===== src/rtl/hififo_read_scheduler_if.sv =====
// Read-request bus from the scheduler to the TLP transmit unit.
// rq_valid/rq_ready handshake; addr, len, tag and channel travel with it.
interface hififo_read_scheduler_if;
  logic        rq_valid;
  logic        rq_ready;
  logic [60:0] rq_addr;
  logic [6:0]  rq_len;
  logic [4:0]  rq_tag;
  logic [2:0]  rq_ch;

  modport master (
    output rq_valid, rq_addr, rq_len, rq_tag, rq_ch,
    input  rq_ready
  );

  modport slave (
    input  rq_valid, rq_addr, rq_len, rq_tag, rq_ch,
    output rq_ready
  );
endinterface


===== src/rtl/hififo_read_scheduler.sv =====
// Round-robin PCIe read scheduler: splits per-channel descriptors into
// MRRS/4KB-bounded requests with pooled tags.
// Ports: clock, reset (sync, active-low); r_* descriptor load, r_ready;
// rq (master) request bus; tag_release/tag_rel_id; irq_valid/irq_ch.
module hififo_read_scheduler #(
  parameter logic [7:0]  ENABLES = 8'b00010001,
  parameter int unsigned MRRS_W  = 64,
  parameter int unsigned NTAGS   = 32
) (
  input  logic        clock,
  input  logic        reset,
  input  logic [7:0]  r_valid,
  input  logic [60:0] r_addr,
  input  logic [18:0] r_count,
  input  logic        r_interrupt,
  output logic [7:0]  r_ready,
  hififo_read_scheduler_if.master rq,
  input  logic        tag_release,
  input  logic [4:0]  tag_rel_id,
  output logic        irq_valid,
  output logic [2:0]  irq_ch
);

  localparam logic [0:0] ARB   = 1'b0;
  localparam logic [0:0] ISSUE = 1'b1;

  // Tags at or above NTAGS start busy and can never be released.
  localparam logic [31:0] TAG_INIT =
    32'((64'd1 << NTAGS) - 64'd1);

  logic [0:0]  state_q;
  logic [2:0]  rr_q;
  logic [7:0]  busy_q;
  logic [7:0]  int_q;
  logic [60:0] addr_q [8];
  logic [18:0] cnt_q [8];
  logic [31:0] free_q;

  logic [60:0] rq_addr_q;
  logic [6:0]  rq_len_q;
  logic [4:0]  rq_tag_q;
  logic [2:0]  rq_ch_q;
  logic        irq_valid_q;
  logic [2:0]  irq_ch_q;

  logic [7:0]  elig;
  logic [7:0]  zero;
  logic        gnt_ok;
  logic [2:0]  gnt_ch;
  logic [2:0]  idx;
  logic        zero_ok;
  logic [2:0]  zero_ch;
  logic [4:0]  tag_sel;
  logic [9:0]  room;
  logic [6:0]  len_d;
  logic        acc_done;

  always_comb begin
    elig = '0;
    zero = '0;
    for (int i = 0; i < 8; i++) begin
      elig[i] = ENABLES[i] & busy_q[i] & (cnt_q[i] != '0);
      zero[i] = busy_q[i] & (cnt_q[i] == '0);
    end

    // Scan downward so the nearest channel at/after rr_q wins.
    gnt_ok = |elig;
    gnt_ch = '0;
    idx    = '0;
    for (int k = 7; k >= 0; k--) begin
      idx = rr_q + 3'(k);
      if (elig[idx]) gnt_ch = idx;
    end

    zero_ok = |zero;
    zero_ch = '0;
    for (int i = 7; i >= 0; i--) begin
      if (zero[i]) zero_ch = 3'(i);
    end

    tag_sel = '0;
    for (int t = 31; t >= 0; t--) begin
      if (free_q[t]) tag_sel = 5'(t);
    end

    // Words left before the next 4 KB (512-word) boundary.
    room  = 10'd512 - {1'b0, addr_q[gnt_ch][8:0]};
    len_d = (cnt_q[gnt_ch] < 19'(MRRS_W)) ?
            cnt_q[gnt_ch][6:0] : 7'(MRRS_W);
    if ({3'b0, len_d} > room) len_d = room[6:0];

    acc_done = (state_q == ISSUE) & rq.rq_ready &
               (cnt_q[rq_ch_q] == {12'd0, rq_len_q});
  end

  always_ff @(posedge clock) begin
    if (!reset) begin
      state_q     <= ARB;
      rr_q        <= '0;
      busy_q      <= '0;
      int_q       <= '0;
      free_q      <= TAG_INIT;
      rq_addr_q   <= '0;
      rq_len_q    <= '0;
      rq_tag_q    <= '0;
      rq_ch_q     <= '0;
      irq_valid_q <= 1'b0;
      irq_ch_q    <= '0;
      for (int i = 0; i < 8; i++) begin
        addr_q[i] <= '0;
        cnt_q[i]  <= '0;
      end
    end else begin
      irq_valid_q <= 1'b0;

      for (int i = 0; i < 8; i++) begin
        if (r_valid[i] && ENABLES[i] && !busy_q[i]) begin
          busy_q[i] <= 1'b1;
          addr_q[i] <= r_addr;
          cnt_q[i]  <= r_count;
          int_q[i]  <= r_interrupt;
        end
      end

      if (tag_release && (32'(tag_rel_id) < NTAGS))
        free_q[tag_rel_id] <= 1'b1;

      if (state_q == ISSUE) begin
        if (rq.rq_ready) begin
          addr_q[rq_ch_q] <= addr_q[rq_ch_q] + 61'(rq_len_q);
          cnt_q[rq_ch_q]  <= cnt_q[rq_ch_q] - 19'(rq_len_q);
          rr_q            <= rq_ch_q + 3'd1;
          state_q         <= ARB;
          if (acc_done) begin
            busy_q[rq_ch_q] <= 1'b0;
            irq_valid_q     <= int_q[rq_ch_q];
            irq_ch_q        <= rq_ch_q;
          end
        end
      end else if (gnt_ok && (free_q != '0)) begin
        // Grant after release so a tag granted now stays busy.
        rq_addr_q       <= addr_q[gnt_ch];
        rq_len_q        <= len_d;
        rq_tag_q        <= tag_sel;
        rq_ch_q         <= gnt_ch;
        free_q[tag_sel] <= 1'b0;
        state_q         <= ISSUE;
      end

      // Empty descriptors retire here; an accept finishing a
      // descriptor owns the irq port this cycle, so defer.
      if (zero_ok && !acc_done) begin
        busy_q[zero_ch] <= 1'b0;
        irq_valid_q     <= int_q[zero_ch];
        irq_ch_q        <= zero_ch;
      end
    end
  end

  assign r_ready     = ENABLES & ~busy_q;
  assign rq.rq_valid = (state_q == ISSUE);
  assign rq.rq_addr  = rq_addr_q;
  assign rq.rq_len   = rq_len_q;
  assign rq.rq_tag   = rq_tag_q;
  assign rq.rq_ch    = rq_ch_q;
  assign irq_valid   = irq_valid_q;
  assign irq_ch      = irq_ch_q;

endmodule


===== src/flat_wrapper.sv =====
// flat-port wrapper written by rule: the top's interface ports become plain ports
module hififo_read_scheduler_flat 
#(
  parameter logic [7:0]  ENABLES = 8'b00010001,
  parameter int unsigned MRRS_W  = 64,
  parameter int unsigned NTAGS   = 32
)
  (clock, reset, r_valid, r_addr, r_count, r_interrupt, r_ready, tag_release, tag_rel_id, irq_valid, irq_ch, rq_rq_valid, rq_rq_addr, rq_rq_len, rq_rq_tag, rq_rq_ch, rq_rq_ready);
  hififo_read_scheduler_if rq_i ();
  input  logic clock;
  input  logic reset;
  input  logic [7:0] r_valid;
  input  logic [60:0] r_addr;
  input  logic [18:0] r_count;
  input  logic r_interrupt;
  output logic [7:0] r_ready;
  input  logic tag_release;
  input  logic [4:0] tag_rel_id;
  output logic irq_valid;
  output logic [2:0] irq_ch;
  output wire logic [$bits(rq_i.rq_valid)-1:0] rq_rq_valid;
  output wire logic [$bits(rq_i.rq_addr)-1:0] rq_rq_addr;
  output wire logic [$bits(rq_i.rq_len)-1:0] rq_rq_len;
  output wire logic [$bits(rq_i.rq_tag)-1:0] rq_rq_tag;
  output wire logic [$bits(rq_i.rq_ch)-1:0] rq_rq_ch;
  input wire logic [$bits(rq_i.rq_ready)-1:0] rq_rq_ready;
  assign rq_rq_valid = rq_i.rq_valid;
  assign rq_rq_addr = rq_i.rq_addr;
  assign rq_rq_len = rq_i.rq_len;
  assign rq_rq_tag = rq_i.rq_tag;
  assign rq_rq_ch = rq_i.rq_ch;
  assign rq_i.rq_ready = rq_rq_ready;
  hififo_read_scheduler #(.ENABLES(ENABLES), .MRRS_W(MRRS_W), .NTAGS(NTAGS)) u_core (.clock(clock), .reset(reset), .r_valid(r_valid), .r_addr(r_addr), .r_count(r_count), .r_interrupt(r_interrupt), .r_ready(r_ready), .rq(rq_i), .tag_release(tag_release), .tag_rel_id(tag_rel_id), .irq_valid(irq_valid), .irq_ch(irq_ch));
endmodule

===== config.mk =====
export PLATFORM = sky130hd
export DESIGN_NAME = hififo_read_scheduler_flat
export DESIGN_NICKNAME = d
export VERILOG_FILES = /design/src/rtl/hififo_read_scheduler_if.sv /design/src/rtl/hififo_read_scheduler.sv /design/src/flat_wrapper.sv
export SDC_FILE = /design/constraint.sdc
export NUM_CORES = 1
export LEC_CHECK = 0
export CORE_ASPECT_RATIO = 0.6
export CORE_MARGIN = 2
export CORE_UTILIZATION = 61
export DETAILED_ROUTE_END_ITERATION = 10
export PLACE_DENSITY = 0.92
export SLEW_MARGIN = 15
export SYNTH_ARGS = -nofsm -noshare
export SYNTH_HDL_FRONTEND = slang
export SYNTH_SLANG_ARGS = --single-unit

===== constraint.sdc =====
create_clock -name clock -period 10.96 [get_ports clock]
set_clock_uncertainty 0.2 [all_clocks]
set_input_delay 1.096 -clock clock [delete_from_list [all_inputs] [get_ports clock]]
set_output_delay 1.096 -clock clock [all_outputs]
set_load 0.03 [all_outputs]

==> impl_metrics.env, run 1 <==
export IMPL_seqPwrFrac_pct=51.2
export IMPL_drt_wirelength_per_cell_um=27.65
export IMPL_p_leak_nw=14.30
export IMPL_grtUsageMet1_pct=48.23
export IMPL_arrival_ns=7.06
export IMPL_finalHoldViolations=0
export IMPL_switching_power_mw=1.778
export IMPL_antenna_found_initial=3
export IMPL_synth_top_family_by_area="simple AND/OR/NAND/NOR gates"
export IMPL_synth_edff_count=640
export IMPL_die_w_um=321.5
export IMPL_core_area_sq_um=59480
export IMPL_synth_compound_area_share_pct=6.793
export IMPL_rsz0062_at_grt="no"
export IMPL_setup_slack_ns=4.253
export IMPL_cts_hold_buffers=0
export IMPL_syn_cell_area_sq_um=36890
export IMPL_pwr_share_clk_pct=36.3
export IMPL_r2r_cells=18
export IMPL_clk_pin_slew_ns=0.07
export IMPL_dr_total_vias=27620
export IMPL_fill_cells=3826
export IMPL_post_cts_setup_buffer_count=0
export IMPL_io_buffers=174
export IMPL_drcViolationCount=0
export IMPL_end_kind="flip-flop"
export IMPL_hold_start="u_core.rq.rq_tag[0]$_SDFFE_PN0P_"
export IMPL_cts_root_buf="clkbuf_16"
export IMPL_regArea_sq_um=21810
export IMPL_status="complete, no violations"
export IMPL_pre_cts_ws_ns=4.578
export IMPL_drive_gt1_share_pct=11.31
export IMPL_cts_resized=0
export IMPL_overflow=0
export IMPL_slew_viol_final=0
export IMPL_ys_seq_area_share_pct=59.09
export IMPL_crit_type="reg2reg"
export IMPL_drt_iter0_markers=5110
export IMPL_num_rows=69
export IMPL_multi_input_area_sq_um=14190
export IMPL_antenna_left=0
export IMPL_max_freq_mhz=149.1
export IMPL_grt_first_pass_wirelength_mm=165.2
export IMPL_crit_path_max_fanout=38
export IMPL_ys_ff_latch=769
export IMPL_drt_total_wl_mm=110.1
export IMPL_gp_congestion=0.9740
export IMPL_hold_path_class="reg2reg"
export IMPL_intPower_mw=4.928
export IMPL_whs_endpoint="u_core.rq.rq_tag[0]$_SDFFE_PN0P_"
export IMPL_worst_ep_required_time_ns=11.31
export IMPL_avgSynthCellArea_sq_um=12.11
export IMPL_clock_path_buffers=3
export IMPL_hold_depth=2
export IMPL_viasPerCell=6.933
export IMPL_nets=3269
export IMPL_drv_cap=0
export IMPL_syn_to_final_growth_pct=11.93
export IMPL_htreeDepth=3
export IMPL_r2r_slack_ns=4.25
export IMPL_fin_crit_sh_pct=61.20
export IMPL_crit_path_start_kind="flip-flop"
export IMPL_power_density_nw_per_um2=162.4
export IMPL_relSlewSlack_pct=12.50
export IMPL_yosysWarnings=0
export IMPL_synth_cell_types=85
export IMPL_finalSetupViolCount=0
export IMPL_reg2reg_to="u_core.rq.rq_len[6]$_SDFFE_PN0P_"
export IMPL_cts_buffers=71
export IMPL_met3_usage_pct=12.83
export IMPL_synth_mux_area_share_pct=13.35
export IMPL_synth_xor_xnor_area_share_pct=2.279
export IMPL_first_pass_iters=7
export IMPL_setup_tns_ns=0
export IMPL_synth_fa_ha_area_share_pct=0.9564
export IMPL_grt_pass1_vias=27240
export IMPL_grt_max_degree=106
export IMPL_synth_cells=3046
export IMPL_vdd_ir_drop_max_uv=109.1
export IMPL_start_util_pct=62.02
export IMPL_cts_tree="done"
export IMPL_die_y_um=194.5
export IMPL_post_dp_hpwl_mm=65.38
export IMPL_synth_simple_gate_area_share_pct=14.59
export IMPL_power_mw=6.706
export IMPL_busiest_layer="met2"
export IMPL_postSynth_asyncResetShare_pct=0
export IMPL_pwr_share_comb_pct=12.5
export IMPL_worstMarginPinSlew_ns=1.313
export IMPL_swShare_pct=26.52
export IMPL_insertion_delay_ns=0.64
export IMPL_ys_flop_type="edfxtp_1"
export IMPL_fp_dieArea_sq_um=62530
export IMPL_grt_total_usage_pct=35.25
export IMPL_fin_crit_ns=6.707
export IMPL_grt_met2_usage_pct=51.21
export IMPL_reg2reg_from="u_core.cnt_q[4][13]$_DFFE_PP_"
export IMPL_top_level_ports=187
export IMPL_numClockSinks=769
==> logic make-up after synthesis <==
group	count (synthesis)
AOI/OAI and AO/OA	416
xor gates and xnor gates	84
adders and majority gates	27
buffers and inverters	224
DFF	769
muxes	290
other	1
and+or+nand+nor	1235
==> through the flow <==
step	cells	hold slack [ns]	instance area (sq um)	utilization (%)
after floorplan	3051	0.2269	36910	-
after global placement	3852	0.2409	39100	65.73
after detailed placement	3852	0.2501	39100	65.73
after CTS	3981	0.2600	41290	69.41
after global routing	3981	0.2706	41290	69.41
final	3983	0.2609	41290	69.42
==> registers in the layout (all words and copies together), names as in the netlist, named ones only <==
register and flops:
u_core.rr_q 3, u_core.cnt_q 152, u_core.irq_ch 3, u_core.rq.rq_ch 3, u_core.irq_valid 1, u_core.rq.rq_valid 1
u_core.rq.rq_tag 5, u_core.busy_q 8, u_core.rq.rq_addr 61, u_core.free_q 32, u_core.int_q 2, u_core.rq.rq_len 7
u_core.addr_q 488
==> synth_stat cells, drive strengths merged (5+ instances only) <==
cell	number	area (sq um)
nor2	645	2429
edfxtp	640	19220
nand2	324	1219
o21ai	203	1016
mux4	158	3592
dfxtp	129	2582
clkbuf	127	476.7
mux2i	125	1255
a211oi	80	610.6
a21oi	65	336.6
buf	59	460.4
nand3	58	305.3
nor3	51	317.8
xor2	45	454.2
nor4	43	269.0
xnor2	39	386.6
inv	38	142.6
ha	25	312.8
nand2b	17	106.4
and2	14	87.59
nor2b	12	75.07
nand4	11	83.83
nor3b	10	101.4
and3	9	56.30
nand3b	9	75.07
o21a	8	60.06
a21o	7	52.55
a22oi	7	52.55
a31oi	7	43.79
mux2	7	78.83
nor4b	7	61.31
o21bai	6	56.31
or3	6	37.54
o211ai	5	37.54
o22ai	5	31.28
==> power by group through the flow <==
| stage | Clock (mW) | Combinational [mW] | Sequential, mW |
|---|---|---|---|
| 2_1_floorplan | 0 | 0.461 | 3.51 |
| 3_3_place_gp | 0 | 0.780 | 3.47 |
| 3_5_place_dp | 0 | 0.804 | 3.49 |
| 4_1_cts | 2.42 | 0.816 | 3.43 |
| 5_1_grt | 2.53 | 0.883 | 3.44 |
| 6_report | 2.43 | 0.839 | 3.43 |
==> per-layer routing <==
layer / part of all wire, % / vias to the layer above
met3: 17 / 443
met5: 0.012 / -
met2: 43 / 2700
met4: 4.8 / 2
met1: 35 / 13110
li1: - / 11360
==> cell type report <==
class | count | area share (%)
timing repair buffer | 206 | 4.787
multi-input combinational | 2058 | 34.36
sequential | 769 | 52.82
inverter | 38 | 0.3515
antenna | 2 | 0.01212
clock buffer | 106 | 4.915
tap | 781 | 2.366
clock inverter | 23 | 0.3878
==> worst max path at each step <==
| stage | from | end |
|---|---|---|
| after global routing | u_core.cnt_q[4][13]$_DFFE_PP_ | u_core.rq.rq_len[6]$_SDFFE_PN0P_ |
| after detailed placement | u_core.cnt_q[4][13]$_DFFE_PP_ | u_core.rq.rq_len[6]$_SDFFE_PN0P_ |
| after floorplan | rq_rq_ready | u_core.addr_q[3][0]$_SDFFCE_PN0P_ |
| final | u_core.cnt_q[4][13]$_DFFE_PP_ | u_core.rq.rq_len[6]$_SDFFE_PN0P_ |
| after global placement | u_core.cnt_q[4][13]$_DFFE_PP_ | u_core.rq.rq_len[6]$_SDFFE_PN0P_ |
| after CTS | u_core.cnt_q[4][13]$_DFFE_PP_ | u_core.rq.rq_len[6]$_SDFFE_PN0P_ |
==> cells in the final DEF (no fill, tap or decap), drive strengths merged, types with 65 or more instances in the layout <==
cell           instances
a211oi                80
mux2i                125
o21ai                203
mux4                 158
nor2                 645
edfxtp               640
nand2                324
clkdlybuf4s50        173
clkbuf               106
dfxtp                129
a21oi                 65
==> worst max-delay path: stages (launching register included) <==
cell      delay, ns
edfxtp_1       0.46
nor4_1         0.68
nand4_1        0.42
o21ai_0        0.59
o21bai_4       0.22
buf_4          0.57
mux2i_1        0.47
ha_1           0.35
or4bb_1        0.53
xnor2_1        0.16
nor2_1         0.07
a21oi_1        0.29
ha_1           0.31
nand4_1        0.10
nor2_1         0.06
a21oi_1        0.30
o21a_1         0.33
mux2_2         0.36
a21oi_1        0.17
Power figures use the tool's default switching activity.
==> run 2, diff against run 1 <==
Settings changed: CORE_UTILIZATION 61 to 55, PLACE_DENSITY 0.92 to 0.88.
Clock period 10.96 ns to 6.12 ns, I/O delays scaled along.
==> run 2 against run 1 <==
Net effect:
- non-clock buffer count rose by 14
- cell area is 1.4% higher
- sequential power grew 79%
- critical endpoint unchanged
==> impl_metrics.env, run 2 (synthesized netlist as in run 1, its figures left out) <==
export IMPL_dpl_cell_area_sq_um=39440
export IMPL_drt_total_wl_mm=109.0
export IMPL_dr_total_vias=27170
export IMPL_cts_hold_buffers=0
export IMPL_end_kind="flip-flop"
export IMPL_slew_viol_final=0
export IMPL_reg2reg_from="u_core.cnt_q[4][13]$_DFFE_PP_"
export IMPL_arrival_ns=6.03
export IMPL_first_pass_iters=6
export IMPL_top_level_ports=187
export IMPL_grt_max_degree=104
export IMPL_antenna_left=0
export IMPL_cts_root_buf="clkbuf_16"
export IMPL_fp_dieArea_sq_um=69230
export IMPL_viasPerCell=6.598
export IMPL_layout_common_cells="643 x nor2_1, 640 x edfxtp_1, 317 x nand2_1, 180 x o21ai_0, 173 x clkdlybuf4s50_1"
export IMPL_power_density_nw_per_um2=294.8
export IMPL_worst_ep_required_time_ns=6.47
export IMPL_finalHoldViolations=0
export IMPL_die_w_um=338.4
export IMPL_clk_pin_slew_ns=0.07
export IMPL_drcViolationCount=0
export IMPL_finalSetupViolCount=0
export IMPL_syn_to_final_growth_pct=13.45
export IMPL_crit_path_max_fanout=9
export IMPL_vdd_ir_drop_max_uv=200.1
export IMPL_crit_path_start_kind="flip-flop"
export IMPL_drv_cap=0
export IMPL_drt_wirelength_per_cell_um=26.46
export IMPL_fill_cells=4756
export IMPL_clock_path_buffers=3
export IMPL_htreeDepth=3
export IMPL_start_util_pct=55.64
export IMPL_grt_total_usage_pct=31.35
export IMPL_whs_endpoint="u_core.rq.rq_tag[0]$_SDFFE_PN0P_"
export IMPL_core_area_sq_um=66310
export IMPL_whs_ns=0.2558
export IMPL_r2r_slack_ns=0.44
export IMPL_drt_iter0_markers=4989
export IMPL_grt_pass1_vias=26400
export IMPL_nets=3283
export IMPL_antenna_found_initial=2
export IMPL_cts_tree="done"
export IMPL_io_buffers=174
export IMPL_die_y_um=204.6
export IMPL_fin_crit_ns=5.681
export IMPL_grt_first_pass_wirelength_mm=163.2
export IMPL_worstPathCellList="nor4_1, nand4_1, o21ai_0, o21bai_4, mux2i_1, buf_4, ha_1, or4bb_1, xnor2_1, nor2_1, a21oi_1, ha_1, nand4_1, nor2_1, a21oi_1, o21a_1, mux2_2, a21oi_1"
export IMPL_post_cts_setup_buffer_count=0
export IMPL_layout_commonest_cell="nor2_1"
export IMPL_relSlewSlack_pct=13.26
export IMPL_cts_resized=0
export IMPL_design_area_sq_um=41860
export IMPL_largest_register="u_core.addr_q"
export IMPL_critPathMaxStageDelay_ns=0.53
export IMPL_insertion_delay_ns=0.64
export IMPL_hold_path_class="reg2reg"
export IMPL_r2r_cells=18
export IMPL_gp_congestion=0.9738
export IMPL_fin_crit_sh_pct=92.82
export IMPL_num_rows=73
export IMPL_cpMaxStageDelayCell="nor4_1"
export IMPL_crit_type="reg2reg"
export IMPL_overflow=0
export IMPL_hold_depth=2
export IMPL_worstMarginPinSlew_ns=1.301
export IMPL_post_dp_hpwl_mm=65.81
export IMPL_cpMostUsedCell="a21oi_1"
export IMPL_numClockSinks=769
export IMPL_setup_tns_ns=0
export IMPL_status="complete, no violations"
export IMPL_reg2reg_to="u_core.rq.rq_len[6]$_SDFFE_PN0P_"
export IMPL_power_mw=12.34
export IMPL_max_freq_mhz=176.0
export IMPL_largest_register_ffs=488
export IMPL_hold_start="u_core.rq.rq_tag[0]$_SDFFE_PN0P_"
export IMPL_rsz0062_at_grt="no"
export IMPL_p_leak_nw=14.51
export IMPL_drive_gt1_share_pct=12.06
export IMPL_cts_buffers=71
run 2: power by group:
| part | switching [mW] | internal (mW) |
|---|---|---|
| logic | 0.997 | 0.513 |
| clock network | 2.04 | 2.65 |
| registers | 0.172 | 5.97 |
run 2: worst max path at each step:
stage	startpoint	end	slack [ns]
6_report	u_core.cnt_q[4][13]$_DFFE_PP_	u_core.rq.rq_len[6]$_SDFFE_PN0P_	0.44
5_1_grt	u_core.cnt_q[0][9]$_DFFE_PP_	u_core.rq.rq_len[6]$_SDFFE_PN0P_	0.15
4_1_cts	u_core.cnt_q[4][13]$_DFFE_PP_	u_core.rq.rq_len[6]$_SDFFE_PN0P_	0.65
3_5_place_dp	u_core.cnt_q[4][13]$_DFFE_PP_	u_core.rq.rq_len[6]$_SDFFE_PN0P_	0.69
3_3_place_gp	u_core.cnt_q[4][13]$_DFFE_PP_	u_core.rq.rq_len[6]$_SDFFE_PN0P_	0.77
2_1_floorplan	u_core.rq.rq_valid$_SDFF_PN0_	u_core.addr_q[3][0]$_SDFFCE_PN0P_	-1.38
run 2: area by class of cell:
type                       count  area [sq um]  share of cell area (%)
antenna                        2         5.005                 0.01196
clock buffer                  91          2028                   4.846
clock inverter                40         384.1                  0.9177
inverter                      38         146.4                  0.3498
multi-input combinational   2058         14180                   33.89
sequential                   769         21810                   52.11
tap                          900          1126                   2.690
timing repair buffer         220          2170                   5.184
run 2: per-layer routing:
| layer | wire [um] | up-vias | global-route usage, % |
|---|---|---|---|
| met2 | 47050 | 2343 | 46.37 |
| met1 | 40490 | 13090 | 43.95 |
| li1 | - | 11430 | - |
| met4 | 3670 | 2 | 10.52 |
| met3 | 17740 | 311 | 10.25 |
| met5 | 13 | - | 0 |
run 2: per-stage QoR:
stage | utilization (%) | setup WS, ns | instances
2_1_floorplan | - | -1.385 | 3051
3_3_place_gp | 59.47 | 0.7730 | 3985
3_5_place_dp | 59.47 | 0.6861 | 3985
4_1_cts | 63.11 | 0.6489 | 4116
5_1_grt | 63.11 | 0.1472 | 4116
6_report | 63.12 | 0.4394 | 4118
run 2: critical path: cells and delay by family, from the launching register on:
kind,cells,cell delay [ns]
compound gates,6,1.87
simple gates,6,1.68
mux,2,0.59
fa+ha+maj,2,0.55
flops,1,0.43
buf+inv,1,0.15
xor+xnor,1,0.15
